[config.mk]
export PLATFORM = sky130hd
export DESIGN_NAME = golay_stream_encoder
export DESIGN_NICKNAME = d
export VERILOG_FILES = /design/src/rtl/golay_pkg.sv /design/src/rtl/golay24_lane_enc.sv /design/src/rtl/golay_stream_encoder.sv
export SDC_FILE = /design/constraint.sdc
export NUM_CORES = 1
export LEC_CHECK = 0
export ABC_AREA = 1
export CAP_MARGIN = 40
export CORE_UTILIZATION = 35
export DETAILED_ROUTE_END_ITERATION = 12
export PLACE_DENSITY = 0.64
export RECOVER_POWER = 50
export SLEW_MARGIN = 20
export SYNTH_ARGS = -nofsm -noshare
export SYNTH_HDL_FRONTEND = slang
export SYNTH_SLANG_ARGS = --single-unit
[constraint.sdc]
create_clock -name clk -period 1.7 [get_ports clk]
set_input_delay 0.17 -clock clk [delete_from_list [all_inputs] [get_ports clk]]
set_output_delay 0.17 -clock clk [all_outputs]
set_load 0.01 [all_outputs]
[src/rtl/golay_pkg.sv]
`default_nettype none
// ============================================================================
// Module   : golay_pkg
// Brief    : Shared constants, FSM state type and parity helper for the
//            extended Golay (24,12) encoder family.
// Revision : 1.0
// ============================================================================
package golay_pkg;

  localparam int DATA_W = 12;
  localparam int CW_W   = 24;

  // Entry i selects the data bits that feed parity bit i.
  localparam logic [DATA_W-1:0] P_MASK [0:11] = '{
    12'h477, 12'h8ED, 12'h1DB, 12'h3B5, 12'h769, 12'hED1,
    12'hDA3, 12'hB47, 12'h68F, 12'hD1D, 12'hA3B, 12'hFFE
  };

  typedef enum logic [0:0] {
    ST_IDLE = 1'b0,
    ST_SEND = 1'b1
  } enc_state_e;

  function automatic logic [DATA_W-1:0] golay_parity(input logic [DATA_W-1:0] d);
    logic [DATA_W-1:0] p;
    p = '0;
    for (int i = 0; i < DATA_W; i++) begin
      p[i] = ^(d & P_MASK[i]);
    end
    return p;
  endfunction

endpackage : golay_pkg
`default_nettype wire

[src/rtl/golay24_lane_enc.sv]
`default_nettype none
// ============================================================================
// Module   : golay24_lane_enc
// Brief    : Combinational single-word extended Golay (24,12) encoder with
//            parity bypass; shared with the decoder's re-encode check.
// Revision : 1.0
// ============================================================================
module golay24_lane_enc
  import golay_pkg::*;
(
  input  logic [DATA_W-1:0] d,
  input  logic              parity_en,
  output logic [CW_W-1:0]   cw
);

  assign cw = {d, golay_parity(d) & {DATA_W{parity_en}}};

endmodule : golay24_lane_enc
`default_nettype wire

[src/rtl/golay_stream_encoder.sv]
`default_nettype none
// ============================================================================
// Module   : golay_stream_encoder
// Brief    : Multi-lane Golay (24,12) encoder with a group buffer serialised
//            onto a framed valid/ready stream, plus a codeword counter.
// Revision : 1.0
// ============================================================================
module golay_stream_encoder
  import golay_pkg::*;
#(
  parameter int LANES = 1,
  parameter int OUT_W = 24,
  parameter int CNT_W = 16
) (
  input  logic                      clk,
  input  logic                      rst_n,
  input  logic                      s_valid,
  output logic                      s_ready,
  input  logic [DATA_W*LANES-1:0]   s_data,
  input  logic                      s_parity_en,
  output logic                      m_valid,
  input  logic                      m_ready,
  output logic [OUT_W-1:0]          m_data,
  output logic                      m_first,
  output logic                      m_last,
  output logic                      busy,
  output logic [CNT_W-1:0]          cw_count
);

  localparam int GRP_W  = CW_W * LANES;
  localparam int BEATS  = GRP_W / OUT_W;
  localparam int BCNT_W = (BEATS > 1) ? $clog2(BEATS) : 1;
  localparam int BSLOTS = 1 << BCNT_W;
  localparam logic [BCNT_W-1:0] LAST_BEAT = BCNT_W'(BEATS - 1);
  localparam logic [CNT_W-1:0]  CNT_INC   = CNT_W'(LANES);

  generate
    if (LANES < 1 || LANES > 8) begin : g_bad_lanes
      $error("golay_stream_encoder: LANES must be in 1..8");
    end
    if ((GRP_W % OUT_W) != 0) begin : g_bad_out_w
      $error("golay_stream_encoder: 24*LANES must be divisible by OUT_W");
    end
  endgenerate

  enc_state_e          state_q;
  logic [BCNT_W-1:0]   bcnt_q;
  logic [GRP_W-1:0]    grp_q;
  logic [CNT_W-1:0]    cnt_q;

  logic [GRP_W-1:0]    w_grp_enc;
  logic [OUT_W-1:0]    w_beat [BSLOTS];
  logic                w_send;
  logic                w_last;

  // Lane 0 lands in the most significant codeword slot of the group.
  generate
    for (genvar k = 0; k < LANES; k++) begin : g_lane
      golay24_lane_enc u_enc (
        .d         (s_data[DATA_W*k +: DATA_W]),
        .parity_en (s_parity_en),
        .cw        (w_grp_enc[GRP_W-CW_W*(k+1) +: CW_W])
      );
    end

    for (genvar b = 0; b < BSLOTS; b++) begin : g_beat
      if (b < BEATS) begin : g_used
        assign w_beat[b] = grp_q[GRP_W-1-b*OUT_W -: OUT_W];
      end else begin : g_pad
        assign w_beat[b] = '0;
      end
    end
  endgenerate

  assign w_send   = (state_q == ST_SEND);
  assign w_last   = (bcnt_q == LAST_BEAT);

  // Accepting on the last-beat handshake reloads the buffer without a bubble.
  assign s_ready  = !w_send || (m_ready && w_last);
  assign m_valid  = w_send;
  assign busy     = w_send;
  assign m_data   = w_beat[bcnt_q];
  assign m_first  = w_send && (bcnt_q == '0);
  assign m_last   = w_send && w_last;
  assign cw_count = cnt_q;

  always_ff @(posedge clk or negedge rst_n) begin
    if (!rst_n) begin
      state_q <= ST_IDLE;
      bcnt_q  <= '0;
      grp_q   <= '0;
      cnt_q   <= '0;
    end else begin
      case (state_q)
        ST_IDLE: begin
          if (s_valid) begin
            grp_q   <= w_grp_enc;
            bcnt_q  <= '0;
            state_q <= ST_SEND;
          end
        end
        ST_SEND: begin
          if (m_ready) begin
            if (w_last) begin
              cnt_q <= cnt_q + CNT_INC;
              if (s_valid) begin
                grp_q  <= w_grp_enc;
                bcnt_q <= '0;
              end else begin
                state_q <= ST_IDLE;
              end
            end else begin
              bcnt_q <= bcnt_q + 1'b1;
            end
          end
        end
        default: state_q <= ST_IDLE;
      endcase
    end
  end

endmodule : golay_stream_encoder
`default_nettype wire

== Word-level counts from Yosys, hierarchy flattened ==
Index checks and enable logic that the tools add are counted.

* Output and inout bits: 45
* Register bits: 42
* Logic and storage cells: 48

* Reduce and logical (&&, ||, !) cells: 19
* Eq/ne operators: 3
* Mux-type cells: 15
* Bitwise gates (word level): 4
* Add/sub/neg operators: 2
* Order comparisons: 1

{| class="wikitable"
|+ Operators by type and width
! kind !! number
|-
| $mux 24 || 6
|-
| $reduce_xor 12->1 || 12
|-
| $pmux 24 s2 || 1
|-
| $add 16x1->16 const B || 1
|-
| $and 12x12->12 || 1
|-
| $mux 1 || 6
|-
| $ne 2x2->1 const B || 3
|-
| $pmux 1 s2 || 2
|-
| $reduce_and 2->1 || 2
|-
| $reduce_and 3->1 || 1
|-
| $ge 2x2->1 const B || 1
|-
| $logic_and 1x1->1 || 2
|-
| $not 1->1 || 2
|-
| $not 1->2 || 1
|-
| $add 1x1->1 const B || 1
|-
| $logic_not 1->1 || 1
|-
| $logic_or 1x1->1 || 1
|}

== Longest topological paths before layout ==
* Depth in word-level cells: 6
* Gate-level depth with buffers: 11

== Cells and area by module ==
A second synthesis with hierarchy kept.

* Cells, all modules: 362
* Area, all modules: 2864.0 µm²

{| class="wikitable"
|+ By module, submodules not included
! module !! area each (µm²) !! times used !! cells an instance !! sequential area each (µm²)
|-
| golay_stream_encoder || 1871.8 || 1 || 155 || 1026.0
|-
| golay24_lane_enc || 992.2 || 1 || 207 || 0.0
|}

== Worst setup path before layout ==
No wires, ideal clock.

* Path kind: register -> register
* From: register state_q, in the netlist busy
* To: register cnt_q[14], in the netlist cw_count[14]
* Path buffers: 0
* Cell stages (with the launch flop): 9
* Data required time: 1578 ps
* Period minus slack after synthesis: 1351 ps
* Arrival time: 1230 ps
* Path slack: 349 ps
* Cell sequence: dfrtp_1 > nand2_2 > inv_2 > nand2_4 > nor2_4 > nand3_2 > nor2_2 > nand2_1 > xor2_1

* Cells in the longest elaborated chain, start to end: 1

{| class="wikitable"
|+ RTL lines
! what !! RTL line !! text
|-
| start: declaration || golay_stream_encoder.sv:46 || <nowiki>enc_state_e state_q;</nowiki>
|-
| start signal: assignment || golay_stream_encoder.sv:89 || <nowiki>state_q <= ST_IDLE;</nowiki>
|-
| start signal: assignment || golay_stream_encoder.sv:99 || <nowiki>state_q <= ST_SEND;</nowiki>
|-
| start signal: assignment || golay_stream_encoder.sv:110 || <nowiki>state_q <= ST_IDLE;</nowiki>
|-
| $reduce_and 3->1 (no source line) || n/a ||
|-
| end signal: assignment || golay_stream_encoder.sv:105 || <nowiki>cnt_q <= cnt_q + CNT_INC;</nowiki>
|-
| end: declaration || golay_stream_encoder.sv:49 || <nowiki>logic [CNT_W-1:0] cnt_q;</nowiki>
|}

No other way between the ends.
A chain may end at the register's enable or synchronous reset.

== Worst setup path in the final report ==
* From: register state_q, in the netlist busy
* To: output port s_ready

* Cells in the longest elaborated chain, start to end: 2

{| class="wikitable"
|+ RTL lines
! what !! RTL line !! text
|-
| $logic_not 1->1 || golay_stream_encoder.sv:79 || <nowiki>assign s_ready = !w_send || (m_ready && w_last);</nowiki>
|-
| $logic_or 1x1->1 || golay_stream_encoder.sv:79 ||
|-
| end: declaration || golay_stream_encoder.sv:18 || <nowiki>output logic s_ready,</nowiki>
|}

No other way between the ends.

==> summary.md <==
| Metric | Value |
|---|---|
| Status | `finished, final reports clean` |
| Synth Cell Area | `2450 µm²` |
| Fillers | `688` |
| RSZ-0062 raised after global routing | `false` |
| Worst-Margin Slew | `1.08 ns` |
| Async set-reset flop share out of synthesis | `1.00` |
| Worst slew margin | `0.281` |
| WHS Endpoint | `grp_q[23]` |
| Worst VDD drop | `0.000293 V` |
| Fin cells | `496` |
| Post-DP HPWL | `4.51 mm` |
| F_max | `645 MHz` |
| Core Area | `6790 µm²` |
| Clock tree buffer depth | `2` |
| CP Launch Type | `register` |
| Routing usage on met3 | `0.0366` |
| GPL Wtd Cong | `0.883` |
| GR Layer Usage met2 | `0.284` |
| Share of cells above drive strength 1 | `0.108` |
| Final Skew | `0.00440 ns` |
| TritonCTS Buffers | `5` |
| Net Count, Synth | `345` |
| Period utilisation layout | `0.913` |
| Total wire length | `5.71 mm` |
| Routed wire per std cell | `11.5 µm` |
| Maxcap violations | `0` |
| Site Rows | `30` |
| Avg Inst Size Synth | `7.51 µm²` |
| Grt met1 use | `0.214` |
| Initial drt markers | `64` |
| GRT Residual Overflow | `0` |
| Reg power frac | `0.432` |
| Skew-Pair Late Insertion Delay | `0.29 ns` |
| Total GRT Usage | `0.168` |
| Hold Startpoint | `grp_q[23]` |
| CTS tree | `yes` |
| Reg-to-reg endpoint | `cw_count[12]` |
| Pwr Density | `913 nW/µm²` |
| P&R area growth vs syn | `34.3%` |
| Reg2Reg Setup Slack | `0.23 ns` |
| DRC | `0` |
| Initial antenna violation count | `0` |
| GR peak layer | `met2` |
| Post-Syn Instances | `327` |
| Drt via density | `4.52` |
| Detail Route Antenna Nets | `0` |
| Total number of H-tree levels | `2` |
| Buffers on Ports | `61` |
| Root Driver | `clkbuf_8` |
| CP Capture Type | `primary output` |
| Crit Path Class | `register to primary output` |
| Max Slew Vio Count | `0` |
| Fin. Hold Viols | `0` |
| Most frequent cells in the layout | `nand2_1, clkdlybuf4s50_1, dfrtp_1` |
| Int Power | `1990 µW` |
| Clock share of power | `0.202` |
| Utilization after layout | `0.485` |
| Ports | `62` |
| Min Clock Period, post-route | `1.55 ns` |
| First drt pass iteration count | `4` |
| Reg2Reg Depth | `8` |
| Worst EP required | `1.53 ns` |
| Chip Width | `85.8 µm` |
| Via count | `2241` |
| Diodes inserted | `0` |
| Post_cts resized | `0` |
| Starting Density | `0.361` |
| WHS Path Cells | `2` |
| Post-Place Cells | `487` |
| Lkg Pwr | `0.00165 µW` |
| Die outline height | `85.8 µm` |
| Most common cell after layout, fill and taps aside | `nand2_1` |
| EDFF count, synth | `0` |
| Combinational share of power | `0.366` |
| Switching power | `1020 µW` |
| Switch share | `0.340` |
| Primary FF master, synth | `dfrtp_1` |
| Setup-failing EPs final | `0` |
| Die ar. | `7350 µm²` |
| Reg clk slew, reported paths | `0.07 ns` |
| Reg-to-reg startpoint | `busy` |
| Post-synthesis sequential area ratio | `0.418` |
| Synth Warn # | `0` |
| Vias in the first global route | `2131` |
| Clk sinks | `41` |
| Nets | `417` |
| Crit Path Max Fanout | `6` |
| Synth cell types | `27` |
| Arrival time at the worst endpoint | `1.38 ns` |
| Register bit total from synthesis | `41` |
| Largest net degree at the start of global routing | `37` |
| Hold Path Class | `register to register` |
| First-pass GRT wire length | `9.81 mm` |
-- sequential cells by signal, summed over array words and instances, names as in the netlist --
signal and count:
cw_count 16, busy 1, grp_q 24
-- cells in the mapped netlist, types with 2 or more instances --
| master | number | share of area |
|---|---|---|
| nand2_1 | 129 | 0.20 |
| dfrtp_1 | 41 | 0.42 |
| inv_1 | 26 | 0.040 |
| nand3_1 | 26 | 0.053 |
| xor2_1 | 20 | 0.071 |
| o21ai_0 | 14 | 0.029 |
| xnor2_1 | 12 | 0.043 |
| nor2_1 | 11 | 0.017 |
| inv_2 | 9 | 0.014 |
| nand2_2 | 8 | 0.020 |
| buf_4 | 4 | 0.012 |
| clkbuf_1 | 3 | 0.0046 |
| nor2_2 | 3 | 0.0076 |
| nor3_1 | 3 | 0.0061 |
| o21ai_1 | 3 | 0.0061 |
| nand2_4 | 2 | 0.0092 |
| nand4_1 | 2 | 0.0051 |
| xor2_2 | 2 | 0.013 |
-- how the worst max path moves through the flow --
stage	cells after the start	end	start	slack, ns
after floorplan	8	cw_count[14]	busy	0.35
after global placement	10	grp_q[11]	s_data[5]	-0.03
after detailed placement	10	grp_q[11]	s_data[5]	-0.03
after CTS	2	s_ready	busy	0.11
after global routing	8	cw_count[12]	busy	0.07
final	2	s_ready	busy	0.15
-- through the flow --
stage | hold slack (ns) | worst slack [ns] | instance area, µm² | power, µW | TNS, ns
6_report | 0.482 | 0.149 | 3300 | 3010 | 0
5_1_grt | 0.504 | 0.0742 | 3300 | 3220 | 0
4_1_cts | 0.381 | 0.112 | 3320 | 3060 | 0
3_5_place_dp | 0.149 | -0.0342 | 3230 | 2440 | -0.0342
3_3_place_gp | 0.143 | -0.0254 | 3230 | 2420 | -0.0254
2_1_floorplan | -0.126 | 0.349 | 2450 | 1870 | 0
-- critical path: stages, from the launching register on --
cell	delay, ns
dfrtp_1	0.43
nand2_2	0.13
clkdlybuf4s50_1	0.54
-- cell families (layout without fill, tap and decap cells) --
| family | after synthesis | in the layout | share of synthesized area |
|---|---|---|---|
| xor gates and xnor gates | 34 | 34 | 0.127 |
| and+or+nand+nor | 189 | 189 | 0.336 |
| AOI/OAI and AO/OA | 18 | 18 | 0.0367 |
| DFF | 41 | 41 | 0.418 |
| buffers and inverters | 44 | 117 | 0.0770 |
| adders and majority gates | 1 | 1 | 0.00510 |
-- power by group through the flow --
| stage | Clock (µW) | Sequential, µW | Combinational (µW) |
|---|---|---|---|
| floorplan | 0 | 1380 | 495 |
| global placement | 0 | 1310 | 1100 |
| detailed placement | 0 | 1320 | 1120 |
| CTS | 630 | 1300 | 1120 |
| global route | 674 | 1330 | 1220 |
| finish | 607 | 1300 | 1100 |
-- routing by layer --
layer	wire (µm)	up-vias
li1	-	1148
met5	0	-
met3	321	10
met4	89	0
met2	2770	79
met1	2540	1004
-- area by class of cell --
class | count | area, µm² | share of cell area
Clock buffer | 8 | 80.1 | 0.0243
Inverter | 35 | 131 | 0.0398
Multi-Input combinational cell | 242 | 1240 | 0.375
Sequential cell | 41 | 1030 | 0.311
Tap cell | 96 | 120 | 0.0364
Timing Repair Buffer | 74 | 702 | 0.213
-- what timing repair did --
| item | CTS | global route |
|---|---|---|
| hold buffers | 1 | 0 |
| buffers inserted | 0 | 0 |
| hold endpoints to repair | 18 | 0 |
(Power assumes the default switching activity.)
